### config.mk
export PLATFORM = sky130hd
export DESIGN_NAME = rep_add_mult_seq
export DESIGN_NICKNAME = d
export VERILOG_FILES = /design/src/rtl/rep_add_mult_seq.sv
export SDC_FILE = /design/constraint.sdc
export NUM_CORES = 1
export LEC_CHECK = 0
export ABC_CLOCK_PERIOD_IN_PS = 2700
export CAP_MARGIN = 20
export CORE_ASPECT_RATIO = 1.1
export CORE_MARGIN = 2
export CORE_UTILIZATION = 50
export CTS_CLUSTER_DIAMETER = 200
export DETAILED_ROUTE_END_ITERATION = 12
export MAX_ROUTING_LAYER = met4
export PLACE_DENSITY = 0.74
export SLEW_MARGIN = 15
export SYNTH_ARGS = -nofsm -noshare
export SYNTH_HDL_FRONTEND = slang
export SYNTH_SLANG_ARGS = --single-unit
### constraint.sdc
create_clock -name clk -period 2.7 [get_ports clk]
set_clock_uncertainty 0.05 [all_clocks]
set_input_delay 0.27 -clock clk [delete_from_list [all_inputs] [get_ports clk]]
set_output_delay 0.27 -clock clk [all_outputs]
set_load 0.005 [all_outputs]
### src/rtl/rep_add_mult_seq.sv
// Sequential multiplier: builds the 2*WIDTH product by repeated addition (signed or unsigned).
// Latency: done pulses N+1 edges after start, where N is the loaded iteration count (0 allowed).
// Backpressure: none; start is taken only in IDLE, busy marks the window, abort cancels without done.
module rep_add_mult_seq #(
    parameter int WIDTH    = 16,
    parameter bit SWAP_MIN = 1'b1
) (
    input  logic                 clk,
    input  logic                 rst_n,
    input  logic                 start,
    input  logic                 abort,
    input  logic                 sgn,
    input  logic [WIDTH-1:0]     a,
    input  logic [WIDTH-1:0]     b,
    output logic                 busy,
    output logic                 done,
    output logic [2*WIDTH-1:0]   product
);

    typedef enum logic [1:0] {
        S_IDLE = 2'd0,
        S_CALC = 2'd1,
        S_FIN  = 2'd2
    } state_t;

    state_t               state_q, state_d;
    logic [2*WIDTH-1:0]   acc_q, acc_d;
    logic [WIDTH-1:0]     cnt_q, cnt_d;
    logic [WIDTH-1:0]     mcand_q, mcand_d;
    logic                 neg_q, neg_d;
    logic [2*WIDTH-1:0]   product_q, product_d;
    logic                 done_q, done_d;

    logic [WIDTH-1:0]     mag_a, mag_b;
    logic [WIDTH-1:0]     mcand_ld, cnt_ld;
    logic                 a_is_mcand;

    // The most-negative input negates to 2^(WIDTH-1), which is still representable unsigned.
    assign mag_a      = (sgn && a[WIDTH-1]) ? (~a + WIDTH'(1)) : a;
    assign mag_b      = (sgn && b[WIDTH-1]) ? (~b + WIDTH'(1)) : b;
    assign a_is_mcand = !SWAP_MIN || (mag_a >= mag_b);
    assign mcand_ld   = a_is_mcand ? mag_a : mag_b;
    assign cnt_ld     = a_is_mcand ? mag_b : mag_a;

    always_comb begin
        state_d   = state_q;
        acc_d     = acc_q;
        cnt_d     = cnt_q;
        mcand_d   = mcand_q;
        neg_d     = neg_q;
        product_d = product_q;
        done_d    = 1'b0;
        case (state_q)
            S_IDLE: begin
                if (start) begin
                    neg_d   = sgn & (a[WIDTH-1] ^ b[WIDTH-1]);
                    mcand_d = mcand_ld;
                    cnt_d   = cnt_ld;
                    acc_d   = '0;
                    state_d = (cnt_ld == '0) ? S_FIN : S_CALC;
                end
            end
            S_CALC: begin
                if (abort) begin
                    state_d = S_IDLE;
                end else begin
                    acc_d = acc_q + {{WIDTH{1'b0}}, mcand_q};
                    cnt_d = cnt_q - WIDTH'(1);
                    if (cnt_q == WIDTH'(1)) begin
                        state_d = S_FIN;
                    end
                end
            end
            S_FIN: begin
                if (abort) begin
                    state_d = S_IDLE;
                end else begin
                    product_d = neg_q ? (~acc_q + (2*WIDTH)'(1)) : acc_q;
                    done_d    = 1'b1;
                    state_d   = S_IDLE;
                end
            end
            default: state_d = S_IDLE;
        endcase
    end

    always_ff @(posedge clk or negedge rst_n) begin
        if (!rst_n) begin
            state_q   <= S_IDLE;
            acc_q     <= '0;
            cnt_q     <= '0;
            mcand_q   <= '0;
            neg_q     <= 1'b0;
            product_q <= '0;
            done_q    <= 1'b0;
        end else begin
            state_q   <= state_d;
            acc_q     <= acc_d;
            cnt_q     <= cnt_d;
            mcand_q   <= mcand_d;
            neg_q     <= neg_d;
            product_q <= product_d;
            done_q    <= done_d;
        end
    end

    assign busy    = (state_q != S_IDLE);
    assign done    = done_q;
    assign product = product_q;

endmodule

Word-level counts from Yosys, hierarchy flattened
Index checks and enable logic that the tools add are counted.
- register bits: 100
- output and inout bits: 34
- bits of input ports: 37
- word-level logic and storage cells: 53
- reductions and logical operators: 10
- magnitude comparators: 1
- bitwise gates (word level): 6
- equality and inequality tests: 6
- multiplexer cells: 18
- add/subtract/negate cells: 5
- operators with widths (cell ; number):
    16-bit 2-to-1 mux ; 6
    32-bit 2-to-1 mux ; 3
    32-bit case mux with 2 select lines ; 1
    16-bit by 1-bit adder with 16-bit output, second input constant ; 2
    32-bit by 1-bit adder with 32-bit output, second input constant ; 1
    32-bit by 16-bit adder with 32-bit output ; 1
    16-bit NOT ; 2
    32-bit NOT ; 1
    16-bit case mux with 2 select lines ; 1
    16-bit by 1-bit equality test with 1-bit output, second input constant ; 1
    16-bit greater-or-equal comparator ; 1
    16-bit zero test ; 1
    16-bit by 1-bit subtractor with 16-bit output, second input constant ; 1
    2-bit 2-to-1 mux ; 4
    2-bit AND reduction ; 3
    2-bit inequality test, second input constant ; 2
    2-bit case mux with 2 select lines ; 1
    2-bit nonzero test ; 2
    3-bit inequality test, second input constant ; 1
    3-bit AND reduction ; 1
    2-bit by 1-bit equality test with 1-bit output, second input constant ; 1
    2-bit equality test, second input constant ; 1
    1-bit logical AND ; 2
    2-bit zero test ; 1
    other kinds (4) ; 5

Logic depth before layout (Yosys ltp)
- depth in word-level cells: 9
- gate-level depth with buffers: 15

Least setup slack after synthesis
Ideal clock, no wire load.
- path kind: input to register
- start: input a[2]
- end: register cnt_q[11]
- data required time: 2.524 ns
- stages: 13
- arrival time: 3.487 ns
- setup slack: -0.963 ns
- library setup time: 0.126 ns
- buffers on the path: 2
- cells stage by stage: buf_6 -> or4_4 -> o41ai_2 -> xor2_1 -> inv_1 -> ha_1 -> nand2_1 -> o21ai_0 -> a211oi_1 -> o31ai_1 -> buf_2 -> a21oi_1 -> a221o_1
- word-level cells in the longest chain between the ends: 7
- ends and longest elaborated chain (what ; line ; text):
    from (decl) ; 13 ; input logic [WIDTH-1:0] a,
    16-bit NOT ; 39 ; assign mag_a = (sgn && a[WIDTH-1]) ? (~a + WIDTH'(1)) : a;
    16-bit by 1-bit adder with 16-bit output ; 39 ;
    16-bit 2-to-1 mux (*) ; 39 ;
    16-bit greater-or-equal comparator ; 41 ; assign a_is_mcand = !SWAP_MIN || (mag_a >= mag_b);
    16-bit 2-to-1 mux (*) ; 43 ; assign cnt_ld = a_is_mcand ? mag_b : mag_a;
    16-bit 2-to-1 mux (*) ; 55 ; if (start) begin
    16-bit case mux with 2 select lines (*) ; 53 ; case (state_q)
    to (signal assigned) ; 99 ; cnt_q <= cnt_d;
    to (decl) ; 28 ; logic [WIDTH-1:0] cnt_q, cnt_d;
Mark *: on every way between the ends. The rest lies on a longest branch, timed or not. The select of a mux whose other input is x is not followed.
A chain may end at the register's enable or synchronous reset.

Worst setup path after layout
- start: input a[8]
- end: register mcand_q[1]
- word-level cells in the longest chain between the ends: 5
- ends and longest elaborated chain (what ; line ; text):
    16-bit NOT ; 39 ;
    16-bit by 1-bit adder with 16-bit output ; 39 ;
    16-bit 2-to-1 mux (*) ; 39 ;
    16-bit greater-or-equal comparator (*) ; 41 ;
    16-bit 2-to-1 mux (*) ; 42 ; assign mcand_ld = a_is_mcand ? mag_a : mag_b;
    to (signal assigned) ; 100 ; mcand_q <= mcand_d;
    to (decl) ; 29 ; logic [WIDTH-1:0] mcand_q, mcand_d;
Mark *: on every way between the ends. The rest lies on a longest branch, timed or not.

==> results.md <==
Status:
- The run finished, with violations left.
- The final reports fail on negative setup slack.

Logic synthesis:
- The count of mapped cells out of synthesis is 883.
- Dividing the synthesized area by the synthesized cell count gives 8.24 um2.
- The proportion of netlist area held by the largest area contributor is 34.4%.
- The multiplexer fraction of the synthesized cell area is 1.57%.
- Counting flops with an async set or reset pin after synthesis yields a share of 100%.
- The most frequent cell after synthesis is sky130_fd_sc_hd__dfrtp_1.
- The xor and xnor fraction of the mapped netlist area is 7.95%.
- The total standard cell area after synthesis is 0.00727 mm2.
- The synthesized netlist contains 70 unique library cells.
- By count the netlist is led by sky130_fd_sc_hd__dfrtp_1, sky130_fd_sc_hd__nand2_1, sky130_fd_sc_hd__nor2_1.
- After Yosys synthesis, and, or, nand and nor cells account for 22.1% of the synthesized area.
- The number of synthesized flops with an enable pin is 0.
- The main flop type after synthesis is sky130_fd_sc_hd__dfrtp_1.
- The net count after synthesis is 958.
- The fraction of the mapped netlist area in adder cells is 6.64%.
- After synthesis, the cell types taking the most area are sky130_fd_sc_hd__dfrtp_1, sky130_fd_sc_hd__ha_1, sky130_fd_sc_hd__o21ai_0.
- The synthesized netlist devotes 23.2% of its cell area to compound gates.
- The flip-flop and latch count after synthesis is 100.
- Summed over all instances, the cell type with the most area after synthesis is sky130_fd_sc_hd__dfrtp_1.
- By area, the combinational part of the netlist is dominated by compound AO/OA/AOI/OAI gates.
- The count of warnings emitted by yosys is 0.
- For this run, the register share of the synthesized area comes to 34.4%.

Floorplan:
- The starting density of the core is 50.7%.
- The area of the die is 0.0155 mm2.
- The total number of placement rows is 46.
- For this design the top-level I/O count stands at 71.
- The area of the core region is 0.0143 mm2.
- In this run the vertical extent of the chip is 130 um.
- The floorplan step set the die width to 119 um.

Clocking:
- The level count of the clock H-tree is 3.
- The clock sink total is 100.
- TritonCTS built the clock tree.
- The clock-pin slew of the registers on the worst-case setup and hold paths is 0.07 ns.
- The number of clock buffers added by TritonCTS is 9.
- The clock root buffer is sky130_fd_sc_hd__clkbuf_16.
- The clock reaches the later pin of the worst-skew pair after 0.34 ns.
- No sink is reached through more buffers than the 2 on the longest clock path.

Worst setup path:
- The critical path start-end classification is input pin to flop.
- At the worst endpoint, the arrival time is 3.42 ns.
- STA classifies the critical path endpoint as a flop.
- The highest cell delay on the worst timing path is 0.57 ns.
- Among the stages of the critical path, the cell type that occurs most often is sky130_fd_sc_hd__buf_6.
- The maximum net fanout on the critical path is 6.
- The largest individual stage delay along the critical path comes from the cell sky130_fd_sc_hd__or4_4.
- The critical path goes through buf_6 -> or4_4 -> o41ai_4 -> xor2_2 -> inv_2 -> ha_4 -> nand2_4 -> o21ai_4 -> a211oi_2 -> o31ai_4 -> buf_6 -> buf_12 -> buf_8 -> nor2_1 -> a21oi_1 -> o21ai_0.
- The worst setup path is launched from an input pin.
- The launch point of the worst path is a[8].
- The launch instance of the worst register-to-register path is acc_q[1].
- For the worst setup path, the data required time is 2.85 ns.
- The worst setup slack for register-to-register paths is 0.02 ns.

Detailed routing:
- Once detail routing completed, the nets flagged for antenna violations numbered 0.
- Dividing the detail-routed wire length by the instance count gives 18.6 um.
- The final route contains 8191 vias.
- The routed via count divided by cell count is 6.11.
- The number of detailed-routing iterations run before antenna repair is 5.
- The total detailed-routing wirelength is 25000 um.
- The final routed DRC violation total is 0.
- The DRC violation total after the first TritonRoute iteration is 551.

STA:
- The setup slack of the critical path after layout is -0.571 ns.
- The max-slew violation count is 0.
- The worst hold slack is 0.402 ns.
- The final-report setup violation count is 34.
- For this run, the top clock speed supported by timing is 306 MHz.
- The final-report hold violation count came to 0.
- Setup repair after global routing could not meet its margin everywhere.
- After layout, the worst path uses 121% of the clock period.
- For the pin with the worst max-slew slack, the measured transition is 0.716 ns.
- The worst path in the final design needs a cycle of 3.27 ns, including I/O delays and setup.
- Headroom to the max-slew limit came out at 51.1%.

Global route:
- The first global-routing pass estimated 37300 um of wire.
- The via count of the first global-routing pass is 7704.
- Global routing finished with a remaining overflow of 0.
- The number of antenna violations at the first check in global routing came to 0.
- Entering global routing, the biggest net connects 64 pins.
- The overall global routing resource usage is 30.7%.

Place:
- The HPWL after detailed placement is 15400 um.
- At the end of routability-driven placement, the weighted congestion stood at 0.948.
- The total placed instance area is 0.00947 mm2.
- The port buffer count is 70.

Cells and area:
- The final layout net count is 1218.
- Once layout is complete, the utilization of the core stands at 77.5%.
- The layout-stage area growth over the synthesis result is 52.7%.
- Of the cells placed in the final design, the portion with a size suffix greater than 1 is 33.9%.
- With fillers left out, the area of the finished cells amounts to 0.0111 mm2.
- The repair_antennas step left the layout with diodes totalling 0.

Min path:
- The path category of the worst min-delay check is input pin to flop.
- The worst min-delay path startpoint is a[0].

Power:
- For this design the ratio of total power to cell area is 673 mW/mm2.
- The highest ir drop seen on vdd is 388 uV.
- The completed layout was analyzed and its total power is 7.48 mW.
- The reported leakage power is 4.94 nW.

Job:
- The number of violations of the max-capacitance limit is 0.
-- path summary, 6_finish.rpt --
path	end	cells past startpoint
max	mcand_q[1]	16
min	mcand_q[0]	4
max reg2reg	acc_q[19]	10
min reg2reg	mcand_q[10]	2
max in group asynchronous	acc_q[2]	3
min in group asynchronous	product[6]	2
-- timing repair --
item | 4_1_cts | 5_1_grt
gates cloned | 6 | 2
hold endpoints to repair | 50 | 0
hold buffers | 1 | 0
pin swaps | 42 | 52
resized for setup | 133 | 123
buffers inserted | 36 | 10
endpoints found under the setup margin | 51 | 58
-- layout make-up --
type                            instances  area [um2]
Fill cell                             874        3220
Sequential cell                       100        2510
Timing Repair Buffer                  300        2670
Multi-Input combinational cell        707        5290
Clock inverter                          6        70.1
Tap cell                              192         240
Inverter                               25        93.8
Clock buffer                           10         239
-- critical path, delay by kind of cell --
family,cells,cell delay [ns]
AO/OA/AOI/OAI,6,1.31
AND/OR/NAND/NOR,3,0.68
adder cells (fa/ha/maj),1,0.31
buffers and inverters,5,0.61
XOR/XNOR,1,0.24
-- sequential cells by signal, summed over array words and instances, names as in the netlist --
| signal | flops |
|---|---|
| acc_q | 32 |
| product | 32 |
| cnt_q | 16 |
| mcand_q | 16 |
| state_q | 2 |
| done | 1 |
| neg_q | 1 |
-- stage by stage --
step	setup WS [ns]	instances	TNS, ns
2_1_floorplan	-0.434	883	-13.22
5_1_grt	-0.745	1340	-19.30
6_report	-0.571	1340	-15.90
3_5_place_dp	-1.17	1271	-38.18
4_1_cts	-0.564	1330	-14.90
3_3_place_gp	-1.10	1271	-34.76
-- power breakdown --
part	switching (mW)	internal, mW	leakage, nW
combinational	2.12	1.93	3.48
clock	0.592	0.753	0.147
sequential	0.308	1.77	1.32
-- per-layer routing --
metal  GRT usage, %  vias to the layer above  part of all wire, %
met4           18.1                        0                  7.0
met1           33.0                     3857                   36
met3           4.51                      156                  6.0
met2           54.5                      420                   50
met5              -                        -                    0
li1               -                     3758                    -
-- cells in the final DEF (no fill, tap or decap), types with 6 or more instances in the layout --
master / synthesis / final
sky130_fd_sc_hd__xor2_1: 42 / 37
sky130_fd_sc_hd__nand2_1: 87 / 77
sky130_fd_sc_hd__o21ai_0: 85 / 52
sky130_fd_sc_hd__a21oi_1: 84 / 62
sky130_fd_sc_hd__and2_1: 8 / 6
sky130_fd_sc_hd__clkbuf_16: 0 / 11
sky130_fd_sc_hd__nor2b_1: 8 / 7
sky130_fd_sc_hd__o41ai_1: 7 / 7
sky130_fd_sc_hd__or4_1: 10 / 7
sky130_fd_sc_hd__inv_1: 25 / 23
sky130_fd_sc_hd__a21oi_4: 0 / 7
sky130_fd_sc_hd__nand3_1: 16 / 15
sky130_fd_sc_hd__o21a_1: 7 / 6
sky130_fd_sc_hd__o31ai_1: 14 / 11
sky130_fd_sc_hd__buf_6: 1 / 15
sky130_fd_sc_hd__buf_4: 0 / 202
sky130_fd_sc_hd__nor4_1: 15 / 12
sky130_fd_sc_hd__mux2i_1: 8 / 7
sky130_fd_sc_hd__o21ai_1: 1 / 23
sky130_fd_sc_hd__o21ai_2: 0 / 9
sky130_fd_sc_hd__and3_1: 7 / 7
sky130_fd_sc_hd__a21oi_2: 0 / 15
sky130_fd_sc_hd__or3_1: 16 / 11
sky130_fd_sc_hd__nor2_4: 0 / 6
sky130_fd_sc_hd__dfrtp_1: 100 / 96
sky130_fd_sc_hd__nor3_1: 29 / 22
sky130_fd_sc_hd__xnor2_1: 24 / 20
sky130_fd_sc_hd__clkdlybuf4s50_1: 0 / 45
sky130_fd_sc_hd__ha_1: 37 / 30
sky130_fd_sc_hd__dlygate4sd2_1: 0 / 8
sky130_fd_sc_hd__nand2_4: 0 / 6
sky130_fd_sc_hd__a21o_1: 7 / 7
sky130_fd_sc_hd__nand4_1: 10 / 10
sky130_fd_sc_hd__nor2_1: 87 / 77
-- cells by family (layout without fill, tap and decap cells) --
group,Yosys count,after routing
AO/OA/AOI/OAI,269,269
AND/OR/NAND/NOR,323,323
flip-flops,100,100
XOR/XNOR,66,66
buffers and inverters,76,341
adder cells (fa/ha/maj),38,38
multiplexers,11,11
Note: power is estimated with default switching activity, not from simulation.
